<file path="config.mk">
export PLATFORM = sky130hd
export DESIGN_NAME = mem_port_arbiter_flat
export DESIGN_NICKNAME = d
export VERILOG_FILES = /design/src/rtl/mem_port_arbiter_pkg.sv /design/src/rtl/mem_port_arbiter_if.sv /design/src/rtl/mem_port_arbiter_mux.sv /design/src/rtl/mem_port_arbiter.sv /design/src/flat_wrapper.sv
export SDC_FILE = /design/constraint.sdc
export NUM_CORES = 1
export LEC_CHECK = 0
export ABC_AREA = 0
export CORE_MARGIN = 10
export CORE_UTILIZATION = 33
export DETAILED_ROUTE_END_ITERATION = 10
export PLACE_DENSITY = 0.8
export SLEW_MARGIN = 10
export SYNTH_ARGS = -nofsm -noshare
export SYNTH_HDL_FRONTEND = slang
export SYNTH_HIERARCHICAL = 1
export SYNTH_SLANG_ARGS = --single-unit
</file>
<file path="constraint.sdc">
create_clock -name clk -period 1.7 [get_ports clk]
set_input_delay 0.34 -clock clk [delete_from_list [all_inputs] [get_ports clk]]
set_output_delay 0.34 -clock clk [all_outputs]
set_load 0.02 [all_outputs]
</file>
<file path="src/rtl/mem_port_arbiter_pkg.sv">
`default_nettype none
// ============================================================================
// Module   : mem_port_arbiter_pkg
// Brief    : Shared state encodings, log2 helper and default widths.
// Revision : 1.0
// ============================================================================
package mem_port_arbiter_pkg;

   localparam int DEF_BIT_WIDTH = 32;
   localparam int DEF_DEPTH     = 2;
   localparam int DEF_TIMEOUT   = 16;

   typedef enum logic [0:0] {
      IDLE = 1'b0,
      BUSY = 1'b1
   } arb_state_t;

   // Ceiling log2, never below 1 so a select of DEPTH=2 still has one bit.
   function automatic int log2(input int value);
      int r;
      r = 1;
      while ((1 << r) < value) r = r + 1;
      return r;
   endfunction

endpackage
`default_nettype wire

</file>
<file path="src/rtl/mem_port_arbiter_if.sv">
`default_nettype none
// ============================================================================
// Module   : mem_port_arbiter_if
// Brief    : Requester/resource bundle of the shared-port arbiter.
// Revision : 1.0
// ============================================================================
interface mem_port_arbiter_if
   import mem_port_arbiter_pkg::*;
#(
   parameter int BIT_WIDTH = DEF_BIT_WIDTH,
   parameter int DEPTH     = DEF_DEPTH,
   parameter int SEL_WIDTH = log2(DEPTH)
) ();

   logic [DEPTH-1:0]           req;
   logic [BIT_WIDTH*DEPTH-1:0] dataIn;
   logic                       res_done;
   logic [DEPTH-1:0]           gnt;
   logic [SEL_WIDTH-1:0]       sel;
   logic                       res_valid;
   logic [BIT_WIDTH-1:0]       res_data;
   logic [DEPTH-1:0]           ack;
   logic                       timeout_err;

   modport master (
      output req, dataIn, res_done,
      input  gnt, sel, res_valid, res_data, ack, timeout_err
   );

   modport slave (
      input  req, dataIn, res_done,
      output gnt, sel, res_valid, res_data, ack, timeout_err
   );

endinterface
`default_nettype wire

</file>
<file path="src/rtl/mem_port_arbiter_mux.sv">
`default_nettype none
// ============================================================================
// Module   : mem_port_arbiter_mux
// Brief    : Generic DEPTH-to-1 mux over a packed payload vector.
// Revision : 1.0
// ============================================================================
module mem_port_arbiter_mux
   import mem_port_arbiter_pkg::*;
#(
   parameter int BIT_WIDTH = DEF_BIT_WIDTH,
   parameter int DEPTH     = DEF_DEPTH,
   parameter int SEL_WIDTH = log2(DEPTH)
) (
   input  logic [SEL_WIDTH-1:0]       i_sel,
   input  logic [BIT_WIDTH*DEPTH-1:0] i_data,
   output logic [BIT_WIDTH-1:0]       o_data
);

   logic [BIT_WIDTH-1:0] w_slice [DEPTH];

   generate
      for (genvar g = 0; g < DEPTH; g++) begin : g_slice
         assign w_slice[g] = i_data[BIT_WIDTH*g +: BIT_WIDTH];
      end
   endgenerate

   // Select codes at or above DEPTH yield zero.
   always_comb begin
      o_data = '0;
      for (int i = 0; i < DEPTH; i++) begin
         if (i_sel == SEL_WIDTH'(i)) o_data = w_slice[i];
      end
   end

endmodule
`default_nettype wire

</file>
<file path="src/rtl/mem_port_arbiter.sv">
`default_nettype none
// ============================================================================
// Module   : mem_port_arbiter
// Brief    : Round-robin owner of a single-ported resource with watchdog.
// Revision : 1.0
// ============================================================================
module mem_port_arbiter
   import mem_port_arbiter_pkg::*;
#(
   parameter int BIT_WIDTH = DEF_BIT_WIDTH,
   parameter int DEPTH     = DEF_DEPTH,
   parameter int SEL_WIDTH = log2(DEPTH),
   parameter int TIMEOUT   = DEF_TIMEOUT
) (
   input logic               clk,
   input logic               rst_n,
   mem_port_arbiter_if.slave bus
);

   localparam int                   WD_WIDTH  = log2(TIMEOUT);
   localparam logic [WD_WIDTH-1:0]  c_wd_last = WD_WIDTH'(TIMEOUT - 1);
   localparam logic [DEPTH-1:0]     c_one     = DEPTH'(1);

   arb_state_t             r_state;
   logic [SEL_WIDTH-1:0]   r_ptr;
   logic [SEL_WIDTH-1:0]   r_sel;
   logic [WD_WIDTH-1:0]    r_wd_cnt;
   logic [DEPTH-1:0]       r_gnt;
   logic                   r_res_valid;
   logic                   r_timeout_err;

   logic                   w_done;
   logic                   w_timeout;
   logic [SEL_WIDTH-1:0]   w_next_ptr;
   logic [SEL_WIDTH-1:0]   w_start;
   logic [DEPTH-1:0]       w_req_m;
   logic [2*DEPTH-1:0]     w_req2;
   logic                   w_found;
   logic [SEL_WIDTH-1:0]   w_pick;
   logic [DEPTH-1:0]       w_pick_oh;
   logic [BIT_WIDTH-1:0]   w_mux_out;

   assign w_done     = bus.res_done & r_res_valid;
   assign w_timeout  = (r_state == BUSY) && (r_wd_cnt == c_wd_last) && !w_done;
   assign w_next_ptr = (r_sel == SEL_WIDTH'(DEPTH - 1)) ? '0 : r_sel + SEL_WIDTH'(1);

   // While busy the search only matters on completion, so it always starts
   // past the current owner and never re-selects it.
   assign w_start = (r_state == BUSY) ? w_next_ptr : r_ptr;
   assign w_req_m = (r_state == BUSY) ? (bus.req & ~r_gnt) : bus.req;
   assign w_req2  = {w_req_m, w_req_m};

   // Descending scan: the last hit kept is the lowest doubled index >= start.
   always_comb begin
      w_found = 1'b0;
      w_pick  = '0;
      for (int j = 2*DEPTH - 1; j >= 0; j--) begin
         if (w_req2[j] && (j >= int'(w_start))) begin
            w_found = 1'b1;
            w_pick  = SEL_WIDTH'((j >= DEPTH) ? (j - DEPTH) : j);
         end
      end
   end

   assign w_pick_oh = c_one << w_pick;

   always_ff @(posedge clk) begin
      if (!rst_n) begin
         r_state       <= IDLE;
         r_ptr         <= '0;
         r_sel         <= '0;
         r_wd_cnt      <= '0;
         r_gnt         <= '0;
         r_res_valid   <= 1'b0;
         r_timeout_err <= 1'b0;
      end else begin
         r_timeout_err <= 1'b0;
         case (r_state)
            IDLE: begin
               if (w_found) begin
                  r_state     <= BUSY;
                  r_sel       <= w_pick;
                  r_gnt       <= w_pick_oh;
                  r_res_valid <= 1'b1;
                  r_wd_cnt    <= '0;
               end
            end
            BUSY: begin
               if (w_done) begin
                  r_ptr    <= w_next_ptr;
                  r_wd_cnt <= '0;
                  if (w_found) begin
                     r_sel <= w_pick;
                     r_gnt <= w_pick_oh;
                  end else begin
                     r_state     <= IDLE;
                     r_gnt       <= '0;
                     r_res_valid <= 1'b0;
                  end
               end else if (w_timeout) begin
                  r_ptr         <= w_next_ptr;
                  r_timeout_err <= 1'b1;
                  r_state       <= IDLE;
                  r_gnt         <= '0;
                  r_res_valid   <= 1'b0;
                  r_wd_cnt      <= '0;
               end else begin
                  r_wd_cnt <= r_wd_cnt + WD_WIDTH'(1);
               end
            end
            default: r_state <= IDLE;
         endcase
      end
   end

   mem_port_arbiter_mux #(
      .BIT_WIDTH (BIT_WIDTH),
      .DEPTH     (DEPTH)
   ) u_mux (
      .i_sel  (r_sel),
      .i_data (bus.dataIn),
      .o_data (w_mux_out)
   );

   assign bus.gnt         = r_gnt;
   assign bus.sel         = r_sel;
   assign bus.res_valid   = r_res_valid;
   assign bus.timeout_err = r_timeout_err;
   assign bus.ack         = r_gnt & {DEPTH{w_done}};
   assign bus.res_data    = r_res_valid ? w_mux_out : '0;

endmodule
`default_nettype wire

</file>
<file path="src/flat_wrapper.sv">
// flat-port wrapper written by rule: the top's interface ports become plain ports
module mem_port_arbiter_flat import mem_port_arbiter_pkg::*;
#(
   parameter int BIT_WIDTH = DEF_BIT_WIDTH,
   parameter int DEPTH     = DEF_DEPTH,
   parameter int SEL_WIDTH = log2(DEPTH),
   parameter int TIMEOUT   = DEF_TIMEOUT
)
  (clk, rst_n, bus_req, bus_dataIn, bus_res_done, bus_gnt, bus_sel, bus_res_valid, bus_res_data, bus_ack, bus_timeout_err);
  mem_port_arbiter_if #(.BIT_WIDTH(BIT_WIDTH), .DEPTH(DEPTH), .SEL_WIDTH(SEL_WIDTH)) bus_i ();
  input logic clk;
  input logic rst_n;
  input wire logic [$bits(bus_i.req)-1:0] bus_req;
  input wire logic [$bits(bus_i.dataIn)-1:0] bus_dataIn;
  input wire logic [$bits(bus_i.res_done)-1:0] bus_res_done;
  output wire logic [$bits(bus_i.gnt)-1:0] bus_gnt;
  output wire logic [$bits(bus_i.sel)-1:0] bus_sel;
  output wire logic [$bits(bus_i.res_valid)-1:0] bus_res_valid;
  output wire logic [$bits(bus_i.res_data)-1:0] bus_res_data;
  output wire logic [$bits(bus_i.ack)-1:0] bus_ack;
  output wire logic [$bits(bus_i.timeout_err)-1:0] bus_timeout_err;
  assign bus_i.req = bus_req;
  assign bus_i.dataIn = bus_dataIn;
  assign bus_i.res_done = bus_res_done;
  assign bus_gnt = bus_i.gnt;
  assign bus_sel = bus_i.sel;
  assign bus_res_valid = bus_i.res_valid;
  assign bus_res_data = bus_i.res_data;
  assign bus_ack = bus_i.ack;
  assign bus_timeout_err = bus_i.timeout_err;
  mem_port_arbiter #(.BIT_WIDTH(BIT_WIDTH), .DEPTH(DEPTH), .SEL_WIDTH(SEL_WIDTH), .TIMEOUT(TIMEOUT)) u_core (.clk(clk), .rst_n(rst_n), .bus(bus_i));
endmodule
</file>
==> flow_metrics.py <==
metrics = {
    "status": {
        "outcome": "finished, violations left",
        "violations": "negative setup slack",
    },
    "yosys": {
        "yosysWarnings": 6,
        "syn_area_um2": 1338,
        "yosys.area.top_type_share": 0.3368,
        "synth_largest_area_cell": "mux2_4",
        "postSynthNetCount": 207,
        "synthDistinctLibCells": 34,
        "yosys-top-cells-count": "and2_1 (32), mux2_4 (30), dfxtp_1 (11), inv_1 (5), nand2_1 (5)",
        "synthArstFlopShare": 0,
        "synth_edf_count": 0,
        "avgSynthCellArea_um2": 9.763,
        "synth-seq-cells": 11,
        "synth_top_flop_cell": "dfxtp_1",
        "syn_inst": 137,
        "yosys.cell_count.top_type": "and2_1",
        "ys_seq_area_frac": 0.1646,
        "ys_top_cells_by_area": "mux2_4 (34%), dfxtp_1 (16%), and2_1 (15%)",
    },
    "worst_setup_path": {
        "path_cells": "buf_8, buf_6, mux2_4, and2_4, buf_6",
        "critPathSlowestCell": "dfxtp_4",
        "worstSetupPathType": "register to primary output",
        "end_kind": "primary output",
        "arrival_ns": 1.49,
        "path_max_fanout": 7,
        "path_common_cell": "buf_6",
        "crit_required_ns": 1.36,
        "crit_path_max_incr_delay_ns": 0.41,
        "cp-start-kind": "register",
    },
    "route": {
        "dr.first_iter.drc_count": 123,
        "num_vias": 1554,
        "wl_per_cell_um": 20.28,
        "drc_errors": 0,
        "vias_per_cell": 5.013,
        "ant_nets": 0,
        "dr.pass1.iters": 4,
        "totalWireLength_mm": 6.287,
    },
    "pwr": {
        "p_int_mw": 1.080,
        "p_sw_frac": 0.3221,
        "p_leak_nw": 1.244,
        "sequentialPowerShare": 0.193,
        "irDropWorstVdd_mv": 0.7298,
        "p_clk_frac": 0.167,
        "power_switching_mw": 0.5132,
        "comb_power_share": 0.640,
        "pwr_density_cell_nw_per_um2": 571.8,
    },
    "timing": {
        "finalClockSkew_ns": 0.002809,
        "setup_violations": 32,
        "worst_slack_ns": -0.1318,
        "hold_slack_ns": 0.4940,
        "period_share": 1.078,
        "slew_violations": 0,
        "hold_violations": 0,
        "rsz0062_at_grt": "true",
        "tightest_slew_ns": 0.2913,
        "fmax_ghz": 0.5459,
        "slew_headroom": 0.8047,
        "fin_crit_ns": 1.832,
    },
    "floorplan": {
        "die_h_um": 83.67,
        "io_pins": 108,
        "core_um2": 3971,
        "rows": 23,
        "start_util": 0.3368,
        "die_w_um": 83.67,
        "dieArea_um2": 7000,
    },
    "clock_network": {
        "insertion_delay_ns": 0.24,
        "cts_root_buf": "clkbuf_8",
        "cts.sink_count": 11,
        "htreeDepth": 1,
        "cts_tree": "built",
        "cts-buffers-inserted": 3,
        "path_clk_slew_ns": 0.05,
        "clockBufferDepth": 2,
    },
    "global_route": {
        "grt_start_max_net_pins": 34,
        "grt_overflow": 0,
        "grt_pass1_vias": 1475,
        "grt_pass1_wl_mm": 8.735,
        "grt_usage": 0.1522,
        "antenna_found_initial": 0,
    },
    "min_path": {
        "min_path_type": "register to register",
    },
    "placement": {
        "portBuffers": 107,
        "hpwl_mm": 4.611,
        "dpl_cell_area_um2": 2471,
        "gp_congestion": 0.7959,
    },
    "final_layout": {
        "area_growth_pct": 108.3,
        "final_util": 0.7016,
        "fin_area_um2": 2786,
        "layout.nets": 331,
        "drive_above_1_share": 0.4769,
        "antenna_cells": 0,
    },
    "job": {
        "max_cap_viol_count": 0,
    },
}
routing by layer:
| metal | part of all wire | global-route usage | routed length, µm | up-vias |
|---|---|---|---|---|
| met5 | 0 | 0 | 0 | - |
| met4 | 0.022 | 0.04110 | 138 | 0 |
| met3 | 0.083 | 0.05176 | 520 | 10 |
| met2 | 0.48 | 0.2557 | 3021 | 91 |
| met1 | 0.41 | 0.1783 | 2607 | 719 |
| li1 | - | - | - | 734 |
path summary, 6_finish.rpt:
kind | slack (ns) | startpoint | cells after the start | to
setup / recovery | -0.13 | u_core/bus.sel | 5 | bus_res_data[15]
hold / removal | 0.49 | u_core/r_wd_cnt[0] | 2 | u_core/r_wd_cnt[0]
setup reg to reg | 0.33 | u_core/r_wd_cnt[0] | 4 | u_core/r_wd_cnt[0]
hold reg to reg | 0.49 | u_core/r_wd_cnt[0] | 2 | u_core/r_wd_cnt[0]
layout make-up:
cell class | instances | area [µm²]
Clock buffer | 4 | 45.04
Multi-Input combinational cell | 111 | 1069
Fill cell | 295 | 1185
Sequential cell | 11 | 224.0
Tap cell | 50 | 62.56
Timing Repair Buffer | 129 | 1368
Inverter | 5 | 18.77
critical path: cells and delay by family, from the launching register on:
kind	cells	cell delay, ns
buf+inv	3	0.38
flops	1	0.41
mux	1	0.30
simple gates	1	0.17
what timing repair did:
action	4_1_cts	5_1_grt
cloned	0	1
hold buffers	0	0
endpoints found under the setup margin	36	34
gates resized for setup	181	60
buffers inserted	5	6
cell families after synthesis:
group,share of synthesized area
adder cells (fa/ha/maj),0.009353
AO/OA/AOI/OAI,0.1216
flip-flops,0.1646
multiplexers,0.3536
AND/OR/NAND/NOR,0.2554
buffers and inverters,0.09541
power groups by stage:
stage | clock [mW] | sequential (mW) | combinational [mW]
after floorplan | 0 | 0.312 | 0.457
after global placement | 0 | 0.308 | 0.828
after detailed placement | 0 | 0.309 | 0.839
after CTS | 0.273 | 0.305 | 0.871
after global routing | 0.290 | 0.311 | 1.07
final | 0.266 | 0.307 | 1.02
through the flow:
step                      setup WS [ns]  power [mW]  std cells  TNS (ns)
after floorplan                 0.04954      0.7698        137         0
after global placement          -0.3407       1.137        295    -10.93
after detailed placement        -0.3766       1.148        295    -11.44
after CTS                       -0.1790       1.449        304    -1.713
after global routing            -0.1683       1.674        310    -3.140
final                           -0.1318       1.593        310    -1.974
sequential cells by signal, indices dropped and copies added (netlist names):
| signal | count |
|---|---|
| u_core/bus.gnt | 2 |
| u_core/bus.res_valid | 1 |
| u_core/bus.sel | 1 |
| u_core/bus.timeout_err | 1 |
| u_core/r_ptr | 1 |
| u_core/r_state | 1 |
| u_core/r_wd_cnt | 4 |
cell usage in the layout, fill, tap and decap left out, drive strengths merged, types with 3 or more instances in the layout:
cell / count
a32oi: 3
inv: 5
and2: 32
and3: 4
clkdlybuf4s50: 71
nor2: 3
nand2: 5
clkbuf: 6
mux2: 32
dfxtp: 11
nand4: 3
nand3: 3
buf: 53
Note: power is estimated with default switching activity, not from simulation.
